===== src/rtl/mul8u_accum_pkg.sv =====
// -----------------------------------------------------------------------------
// mul8u_accum_pkg
// Shared types and constants for the product accumulation stage.
//   accum_state_t : frame FSM encoding (idle / frame open / result held)
//   PROD_W        : width of the unsigned product from the 8x8 multiplier
// -----------------------------------------------------------------------------
package mul8u_accum_pkg;

    typedef enum logic [1:0] {
        ST_IDLE  = 2'd0,
        ST_ACCUM = 2'd1,
        ST_DONE  = 2'd2
    } accum_state_t;

    localparam int PROD_W = 16;

endpackage


===== src/rtl/mul8u_sat_add.sv =====
// -----------------------------------------------------------------------------
// mul8u_sat_add
// Adds a zero-extended product to the running accumulator. The sum is formed
// one bit wider than the accumulator so that the carry out can be seen.
//   acc_i   : current accumulator value
//   prod_i  : unsigned product to add
//   sum_o   : saturated (SAT=1) or wrapped (SAT=0) result
//   carry_o : the exact sum did not fit in ACC_W bits
// -----------------------------------------------------------------------------
module mul8u_sat_add
    import mul8u_accum_pkg::*;
#(
    parameter int ACC_W = 24,
    parameter int SAT   = 1
) (
    input  logic [ACC_W-1:0]  acc_i,
    input  logic [PROD_W-1:0] prod_i,
    output logic [ACC_W-1:0]  sum_o,
    output logic              carry_o
);

    logic [ACC_W:0] sum_w;

    assign sum_w   = {1'b0, acc_i} + {{(ACC_W + 1 - PROD_W){1'b0}}, prod_i};
    assign carry_o = sum_w[ACC_W];

    // Saturation clamps to all ones; otherwise the carry is simply dropped.
    assign sum_o = (carry_o && (SAT != 0)) ? {ACC_W{1'b1}} : sum_w[ACC_W-1:0];

endmodule


===== src/rtl/mul8u_accum_stage.sv =====
// -----------------------------------------------------------------------------
// mul8u_accum_stage
// Accumulates a stream of 16-bit multiplier products into one dot-product sum
// per frame (frame closed by in_last) and hands it on with valid/ready.
//   clk, rst             : clock, asynchronous active-high reset
//   in_valid/in_ready    : product beat handshake
//   in_prod, in_last     : product value, frame-closing marker
//   out_valid/out_ready  : frame result handshake
//   out_sum              : frame sum (saturated or wrapped, see SAT)
//   out_count            : beats in the frame, saturating
//   out_ovf              : the frame sum exceeded the accumulator range
// -----------------------------------------------------------------------------
module mul8u_accum_stage
    import mul8u_accum_pkg::*;
#(
    parameter int ACC_W = 24,
    parameter int CNT_W = 8,
    parameter int SAT   = 1
) (
    input  logic              clk,
    input  logic              rst,
    input  logic              in_valid,
    output logic              in_ready,
    input  logic [PROD_W-1:0] in_prod,
    input  logic              in_last,
    output logic              out_valid,
    input  logic              out_ready,
    output logic [ACC_W-1:0]  out_sum,
    output logic [CNT_W-1:0]  out_count,
    output logic              out_ovf
);

    accum_state_t     state_q, state_d;
    logic [ACC_W-1:0] acc_q, acc_d;
    logic [CNT_W-1:0] cnt_q, cnt_d;
    logic             ovf_q, ovf_d;
    logic [ACC_W-1:0] osum_q, osum_d;
    logic [CNT_W-1:0] ocnt_q, ocnt_d;
    logic             oovf_q, oovf_d;

    logic [ACC_W-1:0] add_sum;
    logic             add_carry;
    logic [CNT_W-1:0] cnt_inc;
    logic             accept;

    mul8u_sat_add #(
        .ACC_W (ACC_W),
        .SAT   (SAT)
    ) u_add (
        .acc_i   (acc_q),
        .prod_i  (in_prod),
        .sum_o   (add_sum),
        .carry_o (add_carry)
    );

    // Both handshake outputs come straight from the state register, so
    // neither depends combinationally on any input.
    assign in_ready  = (state_q != ST_DONE);
    assign out_valid = (state_q == ST_DONE);
    assign accept    = in_valid && in_ready;
    assign cnt_inc   = (&cnt_q) ? cnt_q : cnt_q + CNT_W'(1);

    always_comb begin
        state_d = state_q;
        acc_d   = acc_q;
        cnt_d   = cnt_q;
        ovf_d   = ovf_q;
        osum_d  = osum_q;
        ocnt_d  = ocnt_q;
        oovf_d  = oovf_q;
        unique case (state_q)
            ST_IDLE, ST_ACCUM: begin
                if (accept) begin
                    acc_d = add_sum;
                    cnt_d = cnt_inc;
                    ovf_d = ovf_q | add_carry;
                    if (in_last) begin
                        // Result registers capture the closing beat on the
                        // same edge, so the result is valid one cycle later.
                        state_d = ST_DONE;
                        osum_d  = add_sum;
                        ocnt_d  = cnt_inc;
                        oovf_d  = ovf_q | add_carry;
                    end else begin
                        state_d = ST_ACCUM;
                    end
                end
            end
            ST_DONE: begin
                if (out_ready) begin
                    state_d = ST_IDLE;
                    acc_d   = '0;
                    cnt_d   = '0;
                    ovf_d   = 1'b0;
                end
            end
            default: state_d = ST_IDLE;
        endcase
    end

    always_ff @(posedge clk or posedge rst) begin
        if (rst) begin
            state_q <= ST_IDLE;
            acc_q   <= '0;
            cnt_q   <= '0;
            ovf_q   <= 1'b0;
            osum_q  <= '0;
            ocnt_q  <= '0;
            oovf_q  <= 1'b0;
        end else begin
            state_q <= state_d;
            acc_q   <= acc_d;
            cnt_q   <= cnt_d;
            ovf_q   <= ovf_d;
            osum_q  <= osum_d;
            ocnt_q  <= ocnt_d;
            oovf_q  <= oovf_d;
        end
    end

    assign out_sum   = osum_q;
    assign out_count = ocnt_q;
    assign out_ovf   = oovf_q;

endmodule

===== config.mk =====
export PLATFORM = sky130hd
export DESIGN_NAME = mul8u_accum_stage
export DESIGN_NICKNAME = d
export VERILOG_FILES = /design/src/rtl/mul8u_accum_pkg.sv /design/src/rtl/mul8u_sat_add.sv /design/src/rtl/mul8u_accum_stage.sv
export SDC_FILE = /design/constraint.sdc
export NUM_CORES = 1
export LEC_CHECK = 0
export ABC_AREA = 1
export BUFFER_PORTS_ARGS = -buffer_cell sky130_fd_sc_hd__buf_2
export CORE_MARGIN = 4
export CORE_UTILIZATION = 59
export CTS_CLUSTER_DIAMETER = 150
export DETAILED_ROUTE_END_ITERATION = 6
export PLACE_DENSITY = 0.9
export SETUP_SLACK_MARGIN = 0.5
export SYNTH_ARGS = -nofsm -noshare
export SYNTH_HDL_FRONTEND = slang
export SYNTH_SLANG_ARGS = --single-unit

===== constraint.sdc =====
create_clock -name clk -period 2.6 [get_ports clk]
set_input_delay 0.26 -clock clk [delete_from_list [all_inputs] [get_ports clk]]
set_output_delay 0.26 -clock clk [all_outputs]
set_load 0.03 [all_outputs]

==> flow_summary_export.csv <==
group,metric,value,unit
worst_setup_path,path_buf_inv,0,
synthesis,synth_edf_count,0,
sta,whs,121,ps
routing,routed_wl,11500,um
synthesis,yosysTopAreaCellShare,0.388,
floorplanning,coreArea,7250,um^2
placement,dpl.hpwl,8150,um
synthesis,ys.flop_type,"dfrtp_1",
placement,port_buffers,55,
worst_setup_path,r2r-end,"acc_q[23]",
pwr,switching_share,0.488,
pwr,vdd_drop_max,0.626,mV
global_route,grt_max_degree,69,
synthesis,synth_area_leaders,"dfrtp_1 39%, nand2_1 26%, inv_1 6.4%",
worst_setup_path,end_kind,"flop",
pwr,intPower,2.95,mW
outcome,outcome,"complete, no violations",
worst_hold_path,worstHoldEndpoint,"state_q[1]",
synthesis,synth_cell_types,38,
routing,drt_first_pass_iters,5,
routing,avgRoutedWirePerCell,14.4,um
pwr,p_switching,2.81,mW
global_route,grt_pass1_wl,18600,um
worst_setup_path,reg2reg_from,"acc_q[0]",
sta,fmax,0.495,GHz
cts,cts.sink_count,68,
routing,wl_met1,4880,um
cts,cts_buffers,9,
synthesis,synth_common_cells,"300 x nand2_1, 75 x inv_1, 68 x dfrtp_1",
cts,ctsLongestPathBuffers,2,
sta,finalSetupTns,0,ps
cts,clk_pin_slew_worst_paths,70,ps
routing,vias,4182,
pwr,pwr-share-comb,0.541,
routing,top_layer,"met4",
sta,hold_viol,0,
worst_setup_path,cp_cell_sequence,"ha_4 > fa_2 > nand2_2 > nand2_2 > nand3_2 > nand2_2 > nand2_4 > nand2_8 > nand2_8 > nand3_4 > nand2_2 > nand2_1",
cells_and_area,area_growth,17.6,%
sta,rsz0062_at_grt,"true",
pwr,p_per_area,1120,nW/um^2
worst_setup_path,cp_data_arrival_time,2250,ps
cells_and_area,utilization,0.711,
synthesis,synthCells,634,
worst_setup_path,worstSetupPathType,"flop to flop",
worst_hold_path,min_path_cells,2,
synthesis,yosys_warnings,0,
cells_and_area,diodes,0,
synthesis,yosysTopAreaCell,"dfrtp_1",
cells_and_area,nNetsFinal,736,
sta,clock_skew,10.1,ps
cells_and_area,final_layout_size_suffix_gt1_frac,0.194,
sta,fin_crit,2020,ps
worst_setup_path,start_kind,"flop",
routing,antenna_left,0,
global_route,track_usage,0.268,
cts,ctsHtreeMaxLevel,3,
placement,place_area,4720,um^2
worst_hold_path,hp-start,"out_ready",
worst_setup_path,path_max_fanout,8,
routing,avgViaCountPerCell,5.22,
cells_and_area,fin_area,5160,um^2
synthesis,synth.net_count,673,
pwr,pwr-share-seq,0.298,
floorplanning,rows,31,
pwr,p_clk_frac,0.161,
synthesis,synth-seq-cells,68,
job,max_cap_viol_count,0,
sta,slew_violations,0,
synthesis,ys_seq_area_frac,0.388,
routing,drtIter0Drc,297,
sta,setup-violations-final,0,
worst_setup_path,crit_family,"simple AND/OR/NAND/NOR gates",
cts,clk_latency,350,ps
pwr,p_leak,2.97,nW
sta,slew_headroom,0.501,
worst_setup_path,cpMostUsedCell,"nand2_2",
global_route,overflow,0,
floorplanning,ios,56,
worst_setup_path,crit_slowest_cell,"dfrtp_1",
synthesis,synth_area,4390,um^2
sta,finalCritPeriodShare,0.778,
floorplanning,initial_core_util,0.605,
routing,wl_met3,620,um
synthesis,synth.most_common_cell,"nand2_1",
worst_setup_path,crit_start,"acc_q[0]",
cts,cts_root_buf,"clkbuf_8",
cts,cts_tree,"built",
worst_setup_path,critPathRequiredTime,2830,ps
floorplanning,die_w,94.2,um
routing,drcViolationCount,0,
worst_setup_path,slowest_delay,420,ps
routing,wl_met2,5740,um
global_route,grt_pass1_vias,4000,
synthesis,syn_area_per_cell,6.92,um^2
sta,tightest_slew,747,ps
synthesis,synthArstFlopShare,1.00,
placement,place_congestion,0.958,
worst_hold_path,hold_class,"input port to flop",
worst_setup_path,reg2reg_slack,580,ps
floorplanning,die_h,94.2,um
global_route,antenna_found_initial,0,
floorplanning,dieArea,8880,um^2
worst_setup_path,worst_r2r_path_depth,12,
placed cells by master (no fill, tap or decap), types with 3 or more instances in the layout:
cell type	synthesis	routed
nand2_1	300	292
inv_1	75	74
dfrtp_1	68	68
buf_2	5	55
nor2_1	40	37
nand3_1	27	24
ha_1	17	16
nand2_2	6	13
clkbuf_8	0	11
xor2_1	10	10
nand3_2	10	10
o21ai_0	11	9
a21oi_1	9	8
nand4_1	6	6
o21ai_1	6	6
nor2_4	3	4
inv_2	3	4
nand2_4	4	4
nand2_8	0	4
o22ai_1	4	4
buf_4	2	4
nor2_2	1	3
inv_4	2	3
nand3_4	0	3
nor3_1	3	3
timing repair:
action | in CTS | in global routing
endpoints found under the hold margin | 34 | 0
gates resized for setup | 4 | 31
endpoints found under the setup margin | 50 | 53
hold buffers | 1 | 0
buffers inserted | 0 | 3
pin swaps | 0 | 6
gates cloned | 1 | 2
layer usage:
layer  GRT usage  up-vias
met1       0.341     1937
met4      0.0927        0
met5           0        -
met3      0.0513       30
li1            -     2076
met2       0.456      139
state kept, by name, indices dropped and copies added, names as in the netlist:
| register | cells |
|---|---|
| out_sum | 24 |
| cnt_q | 8 |
| out_count | 8 |
| acc_q | 24 |
| state_q | 2 |
| out_ovf | 1 |
| ovf_q | 1 |
area by class of cell:
class / count / area (um^2)
clock buffer: 11 / 151
multi-input combinational: 476 / 2470
inverter: 81 / 312
clock inverter: 5 / 58.8
tap: 99 / 124
fill: 636 / 2100
timing repair buffer: 61 / 335
sequential: 68 / 1700
stage by stage:
step	std cells	total power [mW]	worst slack [ps]
after global placement	778	4.53	374
after floorplan	634	3.85	628
after detailed placement	778	4.60	269
final	801	5.76	578
after global routing	801	6.22	474
after CTS	796	5.58	496
power groups by stage:
stage                     logic [mW]  registers (mW)  clock network, mW
final                           3.12            1.72              0.925
after global routing            3.47            1.76              0.984
after floorplan                 1.81            2.04                  0
after global placement          2.82            1.71                  0
after CTS                       2.93            1.71              0.940
after detailed placement        2.88            1.72                  0
worst max path at each step:
stage / to / depth (start not counted) / slack, ps
6_report: acc_q[23] / 12 / 580
5_1_grt: acc_q[23] / 10 / 470
4_1_cts: out_sum[2] / 12 / 500
3_5_place_dp: out_sum[2] / 13 / 270
3_3_place_gp: out_sum[2] / 13 / 370
2_1_floorplan: acc_q[0] / 1 / 630
kinds of logic after synthesis:
logic type,count (synthesis),share of synthesized area
xor gates and xnor gates,10,0.0200
DFF,68,0.388
and+or+nand+nor,409,0.401
buffers and inverters,93,0.0919
AOI/OAI and AO/OA,36,0.0462
adders and majority gates,18,0.0531
No activity file was read; power rests on OpenSTA's default activity.
